==> config.mk <==
export PLATFORM = sky130hd
export DESIGN_NAME = ps2_rx_frame_flat
export DESIGN_NICKNAME = d
export VERILOG_FILES = /design/src/rtl/ps2_rx_frame_pkg.sv /design/src/rtl/ps2_rx_frame_if.sv /design/src/rtl/ps2_rx_frame_clk_filter.sv /design/src/rtl/ps2_rx_frame.sv /design/src/flat_wrapper.sv
export SDC_FILE = /design/constraint.sdc
export NUM_CORES = 1
export LEC_CHECK = 0
export ABC_AREA = 1
export BUFFER_PORTS_ARGS = -buffer_cell sky130_fd_sc_hd__buf_4
export CORE_MARGIN = 4
export CORE_UTILIZATION = 60
export CTS_CLUSTER_DIAMETER = 60
export DETAILED_ROUTE_END_ITERATION = 10
export MAX_ROUTING_LAYER = met4
export PLACE_DENSITY = 0.87
export SYNTH_ARGS = -nofsm -noshare
export SYNTH_HDL_FRONTEND = slang
export SYNTH_SLANG_ARGS = --single-unit
export TNS_END_PERCENT = 20
==> constraint.sdc <==
create_clock -name clk -period 4.2 [get_ports clk]
set_clock_uncertainty 0.1 [all_clocks]
set_input_delay 0.84 -clock clk [delete_from_list [all_inputs] [get_ports clk]]
set_output_delay 0.84 -clock clk [all_outputs]
set_load 0.01 [all_outputs]
==> src/rtl/ps2_rx_frame_pkg.sv <==
// ============================================================================
// Module : ps2_rx_frame_pkg
// Brief  : Shared frame constants, FSM state type and parity helper.
// Rev    : 1.0
// ============================================================================
`default_nettype none

package ps2_rx_frame_pkg;

    localparam int PS2_FRAME_BITS = 11;
    localparam int PS2_DATA_BITS  = 8;
    // Start bit is never stored: data + parity + stop only
    localparam int PS2_SHIFT_BITS = PS2_FRAME_BITS - 1;

    typedef enum logic [1:0] {
        ST_IDLE = 2'd0,
        ST_DPS  = 2'd1,
        ST_LOAD = 2'd2
    } state_t;

    function automatic logic odd_parity_ok(input logic [PS2_DATA_BITS:0] bits);
        return ^bits;
    endfunction

endpackage

`default_nettype wire

==> src/rtl/ps2_rx_frame_if.sv <==
// ============================================================================
// Module : ps2_rx_frame_if
// Brief  : PS/2 line inputs and received-byte outputs of the frame receiver.
// Rev    : 1.0
// ============================================================================
`default_nettype none

interface ps2_rx_frame_if;
    import ps2_rx_frame_pkg::*;

    logic                     ps2d;
    logic                     ps2c;
    logic                     rx_en;
    logic [PS2_DATA_BITS-1:0] dout;
    logic                     rx_done_tick;
    logic                     parity_err;
    logic                     frame_err;
    logic                     busy;

    modport master (
        output ps2d, ps2c, rx_en,
        input  dout, rx_done_tick, parity_err, frame_err, busy
    );

    modport slave (
        input  ps2d, ps2c, rx_en,
        output dout, rx_done_tick, parity_err, frame_err, busy
    );

endinterface

`default_nettype wire

==> src/rtl/ps2_rx_frame_clk_filter.sv <==
// ============================================================================
// Module : ps2_rx_frame_clk_filter
// Brief  : ps2c synchroniser, run-length glitch filter and falling-edge tick.
// Rev    : 1.0
// ============================================================================
`default_nettype none

module ps2_rx_frame_clk_filter #(
    parameter int FILTER_LEN = 8
) (
    input  wire logic clk,
    input  wire logic reset,
    input  wire logic ps2c_raw,
    output logic      fall_tick
);

    logic [1:0]            sync;
    logic [FILTER_LEN-1:0] hist;
    logic                  filt;
    logic                  filt_next;

    // All-ones reset matches an idle bus, so releasing reset cannot fake an edge
    always_ff @(posedge clk or posedge reset) begin
        if (reset) begin
            sync <= '1;
            hist <= '1;
            filt <= 1'b1;
        end else begin
            sync <= {sync[0], ps2c_raw};
            hist <= {hist[FILTER_LEN-2:0], sync[1]};
            filt <= filt_next;
        end
    end

    always_comb begin
        filt_next = filt;
        if (&hist)
            filt_next = 1'b1;
        else if (~|hist)
            filt_next = 1'b0;
    end

    assign fall_tick = filt & ~filt_next;

endmodule

`default_nettype wire

==> src/rtl/ps2_rx_frame.sv <==
// ============================================================================
// Module : ps2_rx_frame
// Brief  : PS/2 device-to-host 11-bit frame receiver with parity/stop/timeout.
// Rev    : 1.0
// ============================================================================
`default_nettype none

module ps2_rx_frame #(
    parameter int FILTER_LEN  = 8,
    parameter int TIMEOUT_CYC = 100000,
    parameter int TO_W        = 17
) (
    input  wire logic      clk,
    input  wire logic      reset,
    ps2_rx_frame_if.slave  bus
);
    import ps2_rx_frame_pkg::*;

    localparam logic [TO_W-1:0] TO_LAST   = TO_W'(TIMEOUT_CYC - 1);
    localparam logic [3:0]      N_START   = 4'(PS2_SHIFT_BITS - 1);

    state_t                    state, state_next;
    logic [3:0]                n, n_next;
    logic [PS2_SHIFT_BITS-1:0] b, b_next;
    logic [TO_W-1:0]           cnt, cnt_next;
    logic [PS2_DATA_BITS-1:0]  dout_next;
    logic                      done_next, perr_next, ferr_next, busy_next;
    logic [1:0]                d_sync;
    logic                      ps2d_s;
    logic                      fall_tick;

    ps2_rx_frame_clk_filter #(.FILTER_LEN(FILTER_LEN)) u_clk_filter (
        .clk       (clk),
        .reset     (reset),
        .ps2c_raw  (bus.ps2c),
        .fall_tick (fall_tick)
    );

    assign ps2d_s = d_sync[1];

    always_ff @(posedge clk or posedge reset) begin
        if (reset) begin
            d_sync           <= '1;
            state            <= ST_IDLE;
            n                <= '0;
            b                <= '0;
            cnt              <= '0;
            bus.dout         <= '0;
            bus.rx_done_tick <= 1'b0;
            bus.parity_err   <= 1'b0;
            bus.frame_err    <= 1'b0;
            bus.busy         <= 1'b0;
        end else begin
            d_sync           <= {d_sync[0], bus.ps2d};
            state            <= state_next;
            n                <= n_next;
            b                <= b_next;
            cnt              <= cnt_next;
            bus.dout         <= dout_next;
            bus.rx_done_tick <= done_next;
            bus.parity_err   <= perr_next;
            bus.frame_err    <= ferr_next;
            bus.busy         <= busy_next;
        end
    end

    always_comb begin
        state_next = state;
        n_next     = n;
        b_next     = b;
        cnt_next   = cnt;
        dout_next  = bus.dout;
        done_next  = 1'b0;
        perr_next  = 1'b0;
        ferr_next  = 1'b0;
        case (state)
            ST_IDLE: begin
                // rx_en is only consulted here, so dropping it mid-frame is harmless
                if (fall_tick && bus.rx_en && !ps2d_s) begin
                    state_next = ST_DPS;
                    n_next     = N_START;
                    cnt_next   = '0;
                end
            end
            ST_DPS: begin
                if (fall_tick) begin
                    b_next   = {ps2d_s, b[PS2_SHIFT_BITS-1:1]};
                    cnt_next = '0;
                    if (n == 4'd0)
                        state_next = ST_LOAD;
                    else
                        n_next = n - 4'd1;
                end else if (cnt == TO_LAST) begin
                    ferr_next  = 1'b1;
                    state_next = ST_IDLE;
                end else begin
                    cnt_next = cnt + TO_W'(1);
                end
            end
            ST_LOAD: begin
                state_next = ST_IDLE;
                if (!b[PS2_SHIFT_BITS-1])
                    ferr_next = 1'b1;
                else if (!odd_parity_ok(b[PS2_DATA_BITS:0]))
                    perr_next = 1'b1;
                else begin
                    dout_next = b[PS2_DATA_BITS-1:0];
                    done_next = 1'b1;
                end
            end
            default: state_next = ST_IDLE;
        endcase
        busy_next = (state_next != ST_IDLE);
    end

endmodule

`default_nettype wire

==> src/flat_wrapper.sv <==
// flat-port wrapper written by rule: the top's interface ports become plain ports
module ps2_rx_frame_flat import ps2_rx_frame_pkg::*;
#(
    parameter int FILTER_LEN  = 8,
    parameter int TIMEOUT_CYC = 100000,
    parameter int TO_W        = 17
)
  (clk, reset, bus_ps2d, bus_ps2c, bus_rx_en, bus_dout, bus_rx_done_tick, bus_parity_err, bus_frame_err, bus_busy);
  ps2_rx_frame_if bus_i ();
  input  wire logic clk;
  input  wire logic reset;
  input wire logic [$bits(bus_i.ps2d)-1:0] bus_ps2d;
  input wire logic [$bits(bus_i.ps2c)-1:0] bus_ps2c;
  input wire logic [$bits(bus_i.rx_en)-1:0] bus_rx_en;
  output wire logic [$bits(bus_i.dout)-1:0] bus_dout;
  output wire logic [$bits(bus_i.rx_done_tick)-1:0] bus_rx_done_tick;
  output wire logic [$bits(bus_i.parity_err)-1:0] bus_parity_err;
  output wire logic [$bits(bus_i.frame_err)-1:0] bus_frame_err;
  output wire logic [$bits(bus_i.busy)-1:0] bus_busy;
  assign bus_i.ps2d = bus_ps2d;
  assign bus_i.ps2c = bus_ps2c;
  assign bus_i.rx_en = bus_rx_en;
  assign bus_dout = bus_i.dout;
  assign bus_rx_done_tick = bus_i.rx_done_tick;
  assign bus_parity_err = bus_i.parity_err;
  assign bus_frame_err = bus_i.frame_err;
  assign bus_busy = bus_i.busy;
  ps2_rx_frame #(.FILTER_LEN(FILTER_LEN), .TIMEOUT_CYC(TIMEOUT_CYC), .TO_W(TO_W)) u_core (.clk(clk), .reset(reset), .bus(bus_i));
endmodule
After elaboration in Yosys (flattened, before gate mapping)
Cells that the tools add are included.
Widths: inputs -> output; s select.
{"block": "word_totals", "ramBits": 0, "wordCells": 63, "register_bits": 58, "output_inout_bits": 12, "latchBits": 0, "in_bits": 5, "romBits": 0, "mem_count": 0}
{"block": "op_classes", "magnitude_cmp": 0, "mul": 0, "n_shift": 0, "n_bitwise": 2, "eq_ne": 7, "mux": 25, "reduce_logical": 14, "n_addsub": 2, "div": 0}
{"cell": "$mux 17", "count": 3}
{"cell": "$pmux 17 s2", "count": 1}
{"cell": "$add 17x1->17 const B", "count": 1}
{"cell": "$eq 17x17->1 const B", "count": 1}
{"cell": "$mux 4", "count": 3}
{"cell": "$mux 1", "count": 11}
{"cell": "$reduce_xor 9->1", "count": 1}
{"cell": "$mux 2", "count": 4}
{"cell": "$pmux 4 s2", "count": 1}
{"cell": "$reduce_and 8->1", "count": 1}
{"cell": "$reduce_or 8->1", "count": 1}
{"cell": "$reduce_and 3->1", "count": 2}
{"cell": "$logic_not 4->1", "count": 1}
{"cell": "$ne 2x1->1 const B", "count": 2}
{"cell": "$pmux 2 s2", "count": 1}
{"cell": "$reduce_and 4->1", "count": 1}
{"cell": "$reduce_bool 2->1", "count": 2}
{"cell": "$sub 4x1->4 const B", "count": 1}
{"cell": "$ne 3x2->1 const B", "count": 1}
{"cell": "$eq 2x1->1 const B", "count": 1}
{"cell": "$eq 2x2->1 const B", "count": 1}
{"cell": "$logic_and 1x1->1", "count": 2}
{"cell": "$logic_not 2->1", "count": 1}
{"cell": "$ne 2x2->1 const B", "count": 1}
{"cell": "5 further kinds", "count": 5}

Depth between registers and ports, before layout
Gate-level depths: netlist of run 1.
{"block": "logic_depth", "word_depth": 10, "mapped_depth": 11, "mapped_depth_nobuf": 11}

Cells and area by module
From an unflattened synthesis of run 1, not the netlist that was laid out.
{"block": "hier_totals", "cells_unflattened": 356, "area_unflattened_um2": 2896.5}
{"mod": "ps2_rx_frame", "area_each_um2": 2533.7, "instances": 1, "cells_each": 326}
{"mod": "ps2_rx_frame_clk_filter", "area_each_um2": 362.8, "instances": 1, "cells_each": 30}

Worst setup path before layout of run 1
Ideal clock, no wire load.
{"block": "synth_timing", "path_kind": "input to register", "startpoint": "in bus_rx_en", "endpoint": "reg u_core.cnt[5]", "slack_ns": 2.403, "setup_time_ns": 0.118, "cell_stages": 8, "path_buffers": 1, "arrival_ns": 1.579, "cell_sequence": "inv_1 > nor2_1 > nand4_1 > nand2_1 > nand3_4 > buf_6 > nand2_1 > nand2_1"}
{"block": "synth_between", "elab_chain_len": 4}
{"item": "start, declared", "line": "flat_wrapper.sv:14", "source": "input wire logic [$bits(bus_i.rx_en)-1:0] bus_rx_en;"}
{"item": "$logic_and 1x1->1 (2 in series)", "line": "ps2_rx_frame.sv:79", "source": "if (fall_tick && bus.rx_en && !ps2d_s) begin"}
{"item": "$ne 2x1->1 (no line)"}
{"item": "$reduce_and 3->1 (no line)"}
{"item": "end signal, assigned", "line": "ps2_rx_frame.sv:58", "source": "cnt <= cnt_next;"}
{"item": "end, declared", "line": "ps2_rx_frame.sv:25", "source": "logic [TO_W-1:0] cnt, cnt_next;"}
No other way between the ends.
A chain may end at the register's enable or synchronous reset.

Worst setup path after layout of run 1
{"block": "layout_timing", "startpoint": "reg u_core.state[1]", "endpoint": "reg u_core.bus.busy"}
{"block": "layout_between", "elab_chain_len": 4}
{"item": "start, declared", "line": "ps2_rx_frame.sv:22", "source": "state_t state, state_next;"}
{"item": "start signal, assigned", "line": "ps2_rx_frame.sv:55", "source": "state <= state_next;"}
{"item": "$mux 2, on equally long branches", "line": "ps2_rx_frame.sv:93, ps2_rx_frame.sv:89"}
{"item": "$mux 2", "line": "ps2_rx_frame.sv:86", "source": "if (fall_tick) begin"}
{"item": "$pmux 2 s2 *", "line": "ps2_rx_frame.sv:76", "source": "case (state)"}
{"item": "$reduce_bool 2->1 *", "line": "ps2_rx_frame.sv:113", "source": "busy_next = (state_next != ST_IDLE);"}
{"item": "named net u_core.busy_next", "line": "ps2_rx_frame.sv:27", "source": "logic done_next, perr_next, ferr_next, busy_next;"}
{"item": "end signal, assigned", "line": "ps2_rx_frame.sv:63", "source": "bus.busy <= busy_next;"}
{"item": "end, declared", "line": "ps2_rx_frame_if.sv:27", "source": "output dout, rx_done_tick, parity_err, frame_err, busy"}
Mark *: on every way through the listed nets, which the timed path passes. The rest lies on a longest branch.

==> run metrics, run 1 <==
Critical R2R Launch=u_core.state[1]; unrepaired setup endpoints after global routing=false; IO Count=17; H-tree depth=3; critical path arrival=2.55 ns; worst hold path class=flop to flop; fill count=about 380; top-area cell type share of the netlist area=37.2%; fin. max-slew vios=0; Port Buf Inserts=16; EDFF count, synth=0; GRT Util Overall=a little under a quarter; total core area=4820 µm²; crit-path max FO=21; Placer Congestion=0.954; worst hold stages=0; R2R depth=6; vias in the first global route=2460; slew at the pin closest to its max-slew limit=around 1.0 ns; Inserted Clock Buffers=9; crit path from=u_core.state[1]; final hold violation count=0; Worst path slowest cell=nand4_1; vias=2584; VDD IR max=0.423 mV; drt total wl=6170 µm; Distinct cells, synth=32; syn_area_per_cell=7.82 µm²; Synth Warn #=0; Die Span Y=79.0 µm; Async S/R FF share, synth=100%; status=finished, final reports clean; Worst Hold End=u_core.u_clk_filter.sync[1]; post-detail-place hpwl=4250 µm; crit path kind=flop to flop; post-synthesis register bit count=slightly below 60; Synth Net Count=398; CTS tree=built; largest net degree at the start of global routing=53; total gr overflow=0; Skew-Pair Late Insertion Delay=approximately 0.34 ns; per-cell routed wire length=12.8 µm; initial antenna violation count=0; Ant. Diodes=0; Post-Route Utilization=70.1%; DR vias/cell=5.37; Root Driver=clkbuf_8; DRC=0; f_max=about 420 MHz; hold buffers post-CTS=0; Area Growth Syn to Fin=11.5%; family with the most delay on the worst path=simple AND/OR/NAND/NOR gates; fin nets=420; Final Critical Period=between 2 and 2.5 ns; Antenna Nets Post-Route=0; Mapped Cells=387; sequential share of the synthesized area=around half; max-cap violations=0; relative slew slack=30.4%; Top FF cell, synth=dfrtp_1; Synth area leaders=dfrtp_1 (37%), nand2_1 (17%), dfstp_2 (11%), nand3_1 (5.0%), nor2_1 (4.5%); startpoint types=flop; Worst R2R End=u_core.bus.busy; FP Rows=25; # setup viols final=0; CP Buf/Inv Count=1; first-pass GRT wire length=about 11000 µm; Initial DRC Count=158; DR pass1 iterations=5; Synth area leader=dfrtp_1; die area=6240 µm²; setup bufs post-CTS=0; Final TNS setup=0 ns; Die W=~79 µm; Static Leak=around 1.7 nW; Critical Path RT=4.38 ns; share of cells above drive strength 1=16.2%; hold wc startpoint=u_core.u_clk_filter.sync[0]; starting density of the core=around 63%; reg2reg setup slack=1.83 ns; final period utilization=56.4%; mapped cell area=just over 3000 µm²; Worst path max stage delay=0.69 ns; clk buf depth=2; Resize count post-CTS=0; Power Dens Cells=399 nW/µm²; # clock sinks=58; Worst-path clk slew=approximately 0.080 ns; Crit. End Element=flop; Cell Chain, Critical Path=inv_1, ha_1, nand4_1, o21ai_0, nand2_1, nand3_1
==> logic make-up (layout without fill, tap and decap cells) <==
family	after synthesis	after routing	share of synthesized area [%]
fa+ha+maj	6	6	2.48
xor+xnor	8	8	2.32
compound gates	28	28	5.13
buf+inv	48	75	6.32
simple gates	239	239	35.3
flops	58	58	48.5
==> registers in the layout, indices dropped and copies added, names as in the netlist <==
| register | flops |
|---|---|
| u_core.d_sync | 2 |
| u_core.u_clk_filter.sync | 2 |
| u_core.bus.parity_err | 1 |
| u_core.cnt | 17 |
| u_core.state | 2 |
| u_core.n | 4 |
| u_core.bus.dout | 8 |
| u_core.bus.busy | 1 |
| u_core.b | 10 |
| u_core.bus.rx_done_tick | 1 |
| u_core.bus.frame_err | 1 |
| u_core.u_clk_filter.filt | 1 |
| u_core.u_clk_filter.hist | 8 |
==> area by class of cell <==
class	instances	area, µm²	share of cell area (%)
clock buffers	10	128	3.78
repair buffers	17	128	3.78
inverters	42	158	4.67
well taps	67	83.8	2.48
multi-input cells	281	1370	40.5
clock inverters	6	43.8	1.30
flip-flops and latches	58	1470	43.5
==> cell usage after synthesis, types with 2 or more instances <==
cell        n
nor3_1      3
nand4_1    20
o21ai_1    12
nand2_1   134
nor2_1     36
xor2_1      5
buf_2       3
nor2_2      4
a21oi_1     6
inv_1      35
nand3_1    30
nand3_2     6
dfstp_2    13
dfrtp_1    45
o21ai_0     5
clkbuf_1    2
ha_1        6
xnor2_1     3
inv_2       6
==> worst max path at each step <==
stage                       to  slack [ns]  depth (start not counted)
3_3_place_gp   u_core.bus.busy        2.00                          6
2_1_floorplan      u_core.b[0]        1.85                          1
4_1_cts        u_core.bus.busy        1.85                          6
6_report       u_core.bus.busy        1.83                          6
3_5_place_dp   u_core.bus.busy        1.90                          6
5_1_grt        u_core.bus.busy        1.55                          6
==> metrics by stage <==
stage               total power (W)  instances  worst slack, ns  cell area [µm²]  hold slack (ns)
global placement           0.000896        465             2.00             3200            0.245
global route                0.00144        481             1.55             3380            0.262
CTS                         0.00136        481             1.85             3380            0.257
finish                      0.00135        481             1.83             3380            0.257
floorplan                  0.000852        387             1.85             3030            0.245
detailed placement         0.000910        465             1.90             3200            0.247
==> power breakdown <==
group          leakage [nW]  internal [W]  switching (W)
clock                0.0749      0.000214       0.000233
combinational         0.820     0.0000822       0.000163
sequential            0.758      0.000611      0.0000433
==> layer usage <==
layer	wire length (µm)	track usage (%)	share of wire, %
met1	2710	28.3	44
met2	3000	35.9	49
met3	348	5.90	5.6
met4	116	10.8	1.9
met5	0	-	0
==> cell usage in the layout (no fill, tap or decap), types with 7 or more instances in the layout <==
master,n
buf_4,17
clkbuf_8,9
dfrtp_1,45
dfstp_2,13
inv_1,34
inv_2,7
nand2_1,134
nand3_1,30
nand4_1,20
nor2_1,36
o21ai_1,12
No activity file was read; power rests on OpenSTA's default activity.
==> run 2: changes to the inputs <==
--- a/config.mk
+++ b/config.mk
@@ -5,14 +5,14 @@
 export SDC_FILE = /design/constraint.sdc
 export NUM_CORES = 1
 export LEC_CHECK = 0
-export ABC_AREA = 1
+export ABC_AREA = 0
 export BUFFER_PORTS_ARGS = -buffer_cell sky130_fd_sc_hd__buf_4
 export CORE_MARGIN = 4
-export CORE_UTILIZATION = 60
+export CORE_UTILIZATION = 54
 export CTS_CLUSTER_DIAMETER = 60
 export DETAILED_ROUTE_END_ITERATION = 10
 export MAX_ROUTING_LAYER = met4
-export PLACE_DENSITY = 0.87
+export PLACE_DENSITY = 0.83
 export SYNTH_ARGS = -nofsm -noshare
 export SYNTH_HDL_FRONTEND = slang
 export SYNTH_SLANG_ARGS = --single-unit
==> constraint.sdc (replaced) <==
create_clock -name clk -period 1.95 [get_ports clk]
set_clock_uncertainty 0.1 [all_clocks]
set_input_delay 0.39 -clock clk [delete_from_list [all_inputs] [get_ports clk]]
set_output_delay 0.39 -clock clk [all_outputs]
set_load 0.01 [all_outputs]
==> run 2 against run 1 <==
The flow now finishes with violations (negative setup slack). Worst hold slack got worse by 0.20 ns. Synthesized cell count is 39% lower. Sequential power is 110% higher. Global-route usage is 1.3 points higher. Fmax grew 14%. Clock-buffer cell count up 3.
==> run metrics, run 2 <==
Tot Pwr=0.00325 W (+140%); Synth area leaders=dfrtp_1 (42%), dfstp_2 (13%), mux2_2 (7.9%), a21oi_1 (3.1%), ha_1 (2.8%); Worst path max stage delay=0.58 ns (-0.11 ns); highest metal used=met4; total gr overflow=0 (unchanged); Port Buf Inserts=16 (unchanged); met2 WL=3670 µm (+22%); total core area=4790 µm² (-0.65%); clk buf depth=2 (unchanged); Top FF cell, synth=dfrtp_1; f_max=481 MHz (+14%); # setup viols final=18 (+18); Cell Chain, Critical Path=or4_4, o31ai_4, buf_6, a211oi_4, a21oi_1, a21oi_1; commonest non-fill, non-tap cell in the layout=buf_4; EDFF count, synth=0 (unchanged); Final Critical Period=2.08 ns (-0.292 ns); status=finished with violations; Synth Warn #=0 (unchanged); max FFs per register=17 (unchanged); vias=2274 (-12%); DRC=0 (unchanged); DR vias/cell=6.02 (+12%); Worst R2R End=u_core.cnt[11]; Mapped Cells=235 (-39%); R2R depth=6 (unchanged); slew at the pin closest to its max-slew limit=0.529 ns (-0.513 ns); per-cell routed wire length=18.8 µm (+46%); Synth Net Count=246 (-38%); worst hold path class=primary input to flop; GRT Util Overall=24.4% (+1.3 points); drt total wl=7100 µm (+15%); post-detail-place hpwl=3960 µm (-6.8%); met3 WL post-DR=422 µm (+21%); Largest Register=u_core.cnt; Async S/R FF share, synth=100% (unchanged); reg2reg setup slack=-0.13 ns (-1.96 ns); vias in the first global route=2417 (-1.7%); Root Driver=clkbuf_8; Crit path depth=6 (unchanged); Synth area leader=dfrtp_1; relative slew slack=64.6% (+34 points); # clock sinks=58 (unchanged); final hold violation count=0 (unchanged); starting density of the core=56.6% (-6.2 points); worst setup path endpoint=u_core.cnt[11]; Power Dens Cells=886 nW/µm² (+120%); sequential share of the synthesized area=54.2% (+5.7 points); crit path from=u_core.u_clk_filter.hist[2]; critical path arrival=2.18 ns (-0.37 ns); startpoint types=flop; Static Leak=1.69 nW (+2.0%); crit-path max FO=8 (-62%); post-synthesis register bit count=58 (unchanged); top-area cell type share of the netlist area=41.6% (+4.3 points); largest net degree at the start of global routing=38 (-28%); initial antenna violation count=0 (unchanged); most frequent cells in the layout=buf_4 (58), dfrtp_1 (45), mux2_2 (19); VDD IR max=0.806 mV (+91%); most common cell in the netlist=dfrtp_1; unrepaired setup endpoints after global routing=true; Skew-Pair Late Insertion Delay=0.34 ns (about the same); family with the most delay on the worst path=compound AO/OA/AOI/OAI gates; DR pass1 iterations=8 (+3); crit path kind=flop to flop; Crit. End Element=flop; Ant. Diodes=0 (unchanged); Critical R2R Launch=u_core.u_clk_filter.hist[2]; failing checks=negative setup slack; H-tree depth=3 (unchanged); final period utilization=107% (+50 points); max-cap violations=0 (unchanged); die area=6220 µm² (-0.47%); Commonest cells post-synth=dfrtp_1 (45), mux2_2 (19), a21oi_1 (17); Inserted Clock Buffers=9 (unchanged); Die Span Y=78.8 µm (-0.23%); Worst path slowest cell=or4_4; FP Rows=25 (unchanged); final worst slack=-0.128 ns (-1.96 ns); syn_area_per_cell=11.5 µm² (+47%); Antenna Nets Post-Route=0 (unchanged); Critical Path RT=2.05 ns (-2.33 ns); Distinct cells, synth=49 (+53%); Worst-path clk slew=0.07 ns (about the same); mapped cell area=2710 µm² (-10%); most used cell, CP=a21oi_1; fin nets=317 (-25%); Area Growth Syn to Fin=35.4%; Final TNS setup=-0.767 ns (-0.767 ns); Die W=78.8 µm (-0.23%); biggest regs=u_core.cnt: 17 flops, u_core.b: 10 flops; fin. max-slew vios=0 (unchanged); M1 WL=2780 µm (+2.5%); IO Count=17 (unchanged); CTS tree=built; Placer Congestion=0.817 (-14%); CP Buf/Inv Count=1 (unchanged); Initial DRC Count=241 (+53%); first-pass GRT wire length=11400 µm (+4.5%); share of cells above drive strength 1=46.3% (+30 points)
==> run 2: cells by family (layout without fill, tap and decap cells) <==
family                   count (synthesis)  after routing  synth area share [%]
AND/OR/NAND/NOR                         68             69                  14.4
AO/OA/AOI/OAI                           58             60                  14.5
flip-flops                              58             58                  54.2
multiplexers                            20             20                  8.26
buffers and inverters                   18             91                  3.14
XOR/XNOR                                 7              7                  2.77
adder cells (fa/ha/maj)                  6              6                  2.77
==> run 2: per-layer routing <==
metal | vias to the layer above | GRT usage (%)
li1 | 1016 | -
met1 | 1113 | 28.7
met2 | 115 | 39.8
met3 | 30 | 5.44
met4 | 0 | 12.2
met5 | - | -
==> run 2: final cells by class <==
class | instances | area, µm²
sequential | 58 | 1470
fill | 286 | 1120
timing repair buffer | 63 | 499
multi-input combinational | 162 | 1360
clock inverter | 3 | 17.5
inverter | 12 | 45.0
tap | 67 | 83.8
clock buffer | 13 | 191
==> run 2: how the worst min path moves through the flow <==
stage                                startpoint                           to  slack [ns]  cells after the start
floorplan                      u_core.d_sync[0]             u_core.d_sync[1]        0.25                      0
global placement               u_core.d_sync[0]             u_core.d_sync[1]        0.25                      0
detailed placement  u_core.u_clk_filter.sync[1]  u_core.u_clk_filter.hist[0]        0.25                      0
CTS                                    bus_ps2d             u_core.d_sync[0]        0.04                      1
global route                           bus_ps2d             u_core.d_sync[0]        0.05                      1
finish                                 bus_ps2d             u_core.d_sync[0]        0.05                      1
==> run 2: power breakdown <==
part	total, W	switching (W)	internal [W]
combinational	0.000723	0.000409	0.000314
clock	0.00114	0.000493	0.000647
sequential	0.00139	0.0000883	0.00130
==> run 2: metrics by stage <==
stage          utilization (%)  setup WS (ns)  hold WS (ns)  instances  area [µm²]
6_report                  76.7         -0.128        0.0520        378        3670
5_1_grt                   76.7         -0.176        0.0469        378        3670
4_1_cts                   73.8        -0.0348        0.0447        372        3530
3_5_place_dp              66.1         -0.129         0.249        347        3170
3_3_place_gp              66.1         -0.111         0.247        347        3170
2_1_floorplan                -       -0.00573         0.245        235        2730
==> run 2: repair_timing <==
action / in CTS / in global routing
hold buffers: 1 / 0
cloned: 2 / 1
setup endpoints to repair: 40 / 41
pin swaps: 7 / 22
setup buffers: 6 / 5
endpoints found under the hold margin: 13 / 0
gates resized for setup: 15 / 19
==> run 2: worst reg2reg max path: stages, from the launching register on <==
cell and delay, ns:
dfstp_2 0.38, or4_4 0.58, o31ai_4 0.26, buf_6 0.17, a211oi_4 0.08, a21oi_1 0.27, a21oi_1 0.09
==> run 3: changes to the inputs <==
--- a/config.mk
+++ b/config.mk
@@ -10,10 +10,12 @@
 export CORE_MARGIN = 4
 export CORE_UTILIZATION = 54
 export CTS_CLUSTER_DIAMETER = 60
+export CTS_CLUSTER_SIZE = 16
 export DETAILED_ROUTE_END_ITERATION = 10
 export MAX_ROUTING_LAYER = met4
 export PLACE_DENSITY = 0.83
 export SYNTH_ARGS = -nofsm -noshare
 export SYNTH_HDL_FRONTEND = slang
+export SYNTH_HIERARCHICAL = 1
 export SYNTH_SLANG_ARGS = --single-unit
 export TNS_END_PERCENT = 20
==> run 3 against run 2 <==
Sequential cell count is the same. Combinational power shrank 91%. Critical path type unchanged. Critical endpoint is now u_core/cnt[7]. Highest routed layer unchanged. Global-route usage shrank 3.1 points. The flow still finishes with violations (negative setup slack).
==> run metrics, run 3 <==
Commonest cells post-synth=dfrtp_1 (45), nand2_1 (20), mux2_2 (17); Die W=77.7 µm (-1.4%); Tot Pwr=0.00244 W (-25%); total gr overflow=0 (unchanged); critical path arrival=2.40 ns (+0.22 ns); Die Span Y=77.7 µm (-1.4%); Synth Net Count=235 (-4.5%); most common cell in the netlist=dfrtp_1; drt total wl=5600 µm (-21%); per-cell routed wire length=15.5 µm (-17%); final cell count without fillers=361 (-4.5%); final worst slack=-0.292 ns (-0.163 ns); die area=6040 µm² (-2.8%); CTS tree=built; GRT Util Overall=21.3% (-3.1 points); max FFs per register=17 (unchanged); VDD IR max=0.468 mV (-42%); layer with the highest usage=met2; Synth area leaders=dfrtp_1 (43%), dfstp_2 (13%), mux2_2 (7.3%), xor2_1 (3.3%), ha_1 (2.9%); Worst path slowest cell=a211o_4; most frequent cells in the layout=buf_4 (53), dfrtp_1 (45), nand2_1 (18); Port Buf Inserts=16 (unchanged); slew at the pin closest to its max-slew limit=0.392 ns (-0.138 ns); fill count=323 (+13%); largest net degree at the start of global routing=21 (-45%); Cell Chain, Critical Path=nor4_4, and3_4, nand4b_1, a211o_4, or3_1, a21oi_2; share of cells above drive strength 1=40.8% (-5.5 points); # clock sinks=58 (unchanged); mapped cell area=2630 µm² (-3.1%); post-placement cell count=340 (-2.0%); worst hold stages=1 (unchanged); Initial DRC Count=115 (-52%); pre-CTS WS=-0.223 ns (-0.0944 ns); Largest Register=u_core/cnt; fin. max-slew vios=0 (unchanged); Worst path max stage delay=0.44 ns (-0.14 ns); Post-Route Utilization=72.9% (-3.7 points); reg2reg setup slack=-0.29 ns (-0.16 ns); crit path kind=flop to flop; IO Count=17 (unchanged); Power Dens Cells=709 nW/µm² (-20%); startpoint types=flop; M2 GR Usage=33.3% (-6.5 points); R2R depth=6 (unchanged); failing checks=negative setup slack; total core area=4720 µm² (-1.3%); fin nets=300 (-5.4%); commonest non-fill, non-tap cell in the layout=buf_4; H-tree depth=3 (unchanged); f_max=446 MHz (-7.3%); max-cap violations=0 (unchanged); final hold violation count=0 (unchanged); top-area cell type share of the netlist area=42.9% (+1.3 points); DRC=0 (unchanged); Ant. Diodes=0 (unchanged); Critical Path RT=2.11 ns (+0.06 ns); vias in the first global route=2088 (-14%); worst hold path class=primary input to flop; sequential share of the synthesized area=55.9% (+1.8 points); M1 GR Usage=24.7% (-3.9 points); initial antenna violation count=0 (unchanged); Placer Congestion=0.815 (-0.26%); biggest regs=u_core/cnt: 17 flops, u_core/b: 10 flops; FP Rows=25 (unchanged); Static Leak=1.61 nW (-4.4%); DR vias/cell=5.50 (-8.5%); clk buf depth=2 (unchanged); post-synthesis register bit count=58 (unchanged); Final Critical Period=2.24 ns (+0.163 ns); Crit. End Element=flop; crit-path max FO=8 (unchanged); EDFF count, synth=0 (unchanged); first-pass GRT wire length=9580 µm (-16%); Synth Warn #=6 (+6); # setup viols final=24 (+6); Root Driver=clkbuf_8; DR pass1 iterations=4 (-4); Antenna Nets Post-Route=0 (unchanged); met3 GRT Util=6.84% (+1.4 points); Worst-path clk slew=0.06 ns (about the same); Mapped Cells=224 (-4.7%); unrepaired setup endpoints after global routing=true; syn_area_per_cell=11.7 µm² (+1.6%); post-detail-place hpwl=3640 µm (-8.2%); Final TNS setup=-3.23 ns (-2.46 ns); status=finished with violations; vias=1987 (-13%); Synth area leader=dfrtp_1; Area Growth Syn to Fin=31.2%; Async S/R FF share, synth=100% (unchanged); final period utilization=115% (+8.4 points); Distinct cells, synth=43 (-12%); relative slew slack=73.9% (+9.3 points); Skew-Pair Late Insertion Delay=0.33 ns (about the same); Top FF cell, synth=dfrtp_1; starting density of the core=55.6% (-1.1 points); Inserted Clock Buffers=9 (unchanged)
run 3: worst max-delay path: cells and delay by family (launching register included):
family,cells,cell delay (ns)
DFF,1,0.38
and+or+nand+nor,4,1.10
AOI/OAI and AO/OA,2,0.59
run 3: what timing repair did:
| action | in CTS | in global routing |
|---|---|---|
| hold buffers | 1 | 0 |
| pin swaps | 9 | 10 |
| setup buffers | 4 | 0 |
| setup endpoints to repair | 36 | 42 |
| hold endpoints to repair | 11 | 0 |
| resized for setup | 6 | 15 |
run 3: cell families after synthesis:
kind of cell,after synthesis,share of synthesized area (%)
mux,18,7.86
compound gates,30,7.05
xor+xnor,19,7.15
simple gates,82,17.5
fa+ha+maj,6,2.86
flops,58,55.9
buf+inv,11,1.67
run 3: power by group:
group / leakage (nW) / switching (W) / internal, W
clock: 0.107 / 0.000438 / 0.000694
sequential: 0.740 / 0.0000140 / 0.00123
combinational: 0.765 / 0.0000363 / 0.0000289
run 3: metal layers:
layer | vias to the layer above | part of all wire [%] | wire length [µm]
li1 | 929 | - | -
met2 | 51 | 51 | 2880
met4 | 0 | 2.2 | 125
met5 | - | 0 | 0
met3 | 10 | 4.3 | 242
met1 | 997 | 42 | 2350
run 3: cell type report:
class / count / area, µm² / area share [%]
repair buffers: 57 / 450 / 13.1
inverters: 8 / 30.0 / 0.872
multi-input cells: 155 / 1200 / 35.0
clock inverters: 2 / 35.0 / 1.02
flip-flops and latches: 58 / 1470 / 42.6
well taps: 67 / 83.8 / 2.43
clock buffers: 14 / 173 / 5.01
run 3: per-stage QoR:
stage	cell area (µm²)	hold slack [ns]
finish	3440	0.0668
detailed placement	3110	0.252
global placement	3110	0.247
floorplan	2640	0.245
global route	3440	0.0423
CTS	3390	0.0459
run 3: final timing paths:
check,startpoint,to
worst min-delay path,bus_ps2d,u_core/d_sync[0]
worst min register to register,u_core/u_clk_filter/sync[0],u_core/u_clk_filter/sync[1]
max in group asynchronous,reset,u_core/bus.dout[7]
worst max-delay path,u_core/u_clk_filter/hist[4],u_core/cnt[7]
worst max register to register,u_core/u_clk_filter/hist[4],u_core/cnt[7]
min in group asynchronous,reset,u_core/b[2]
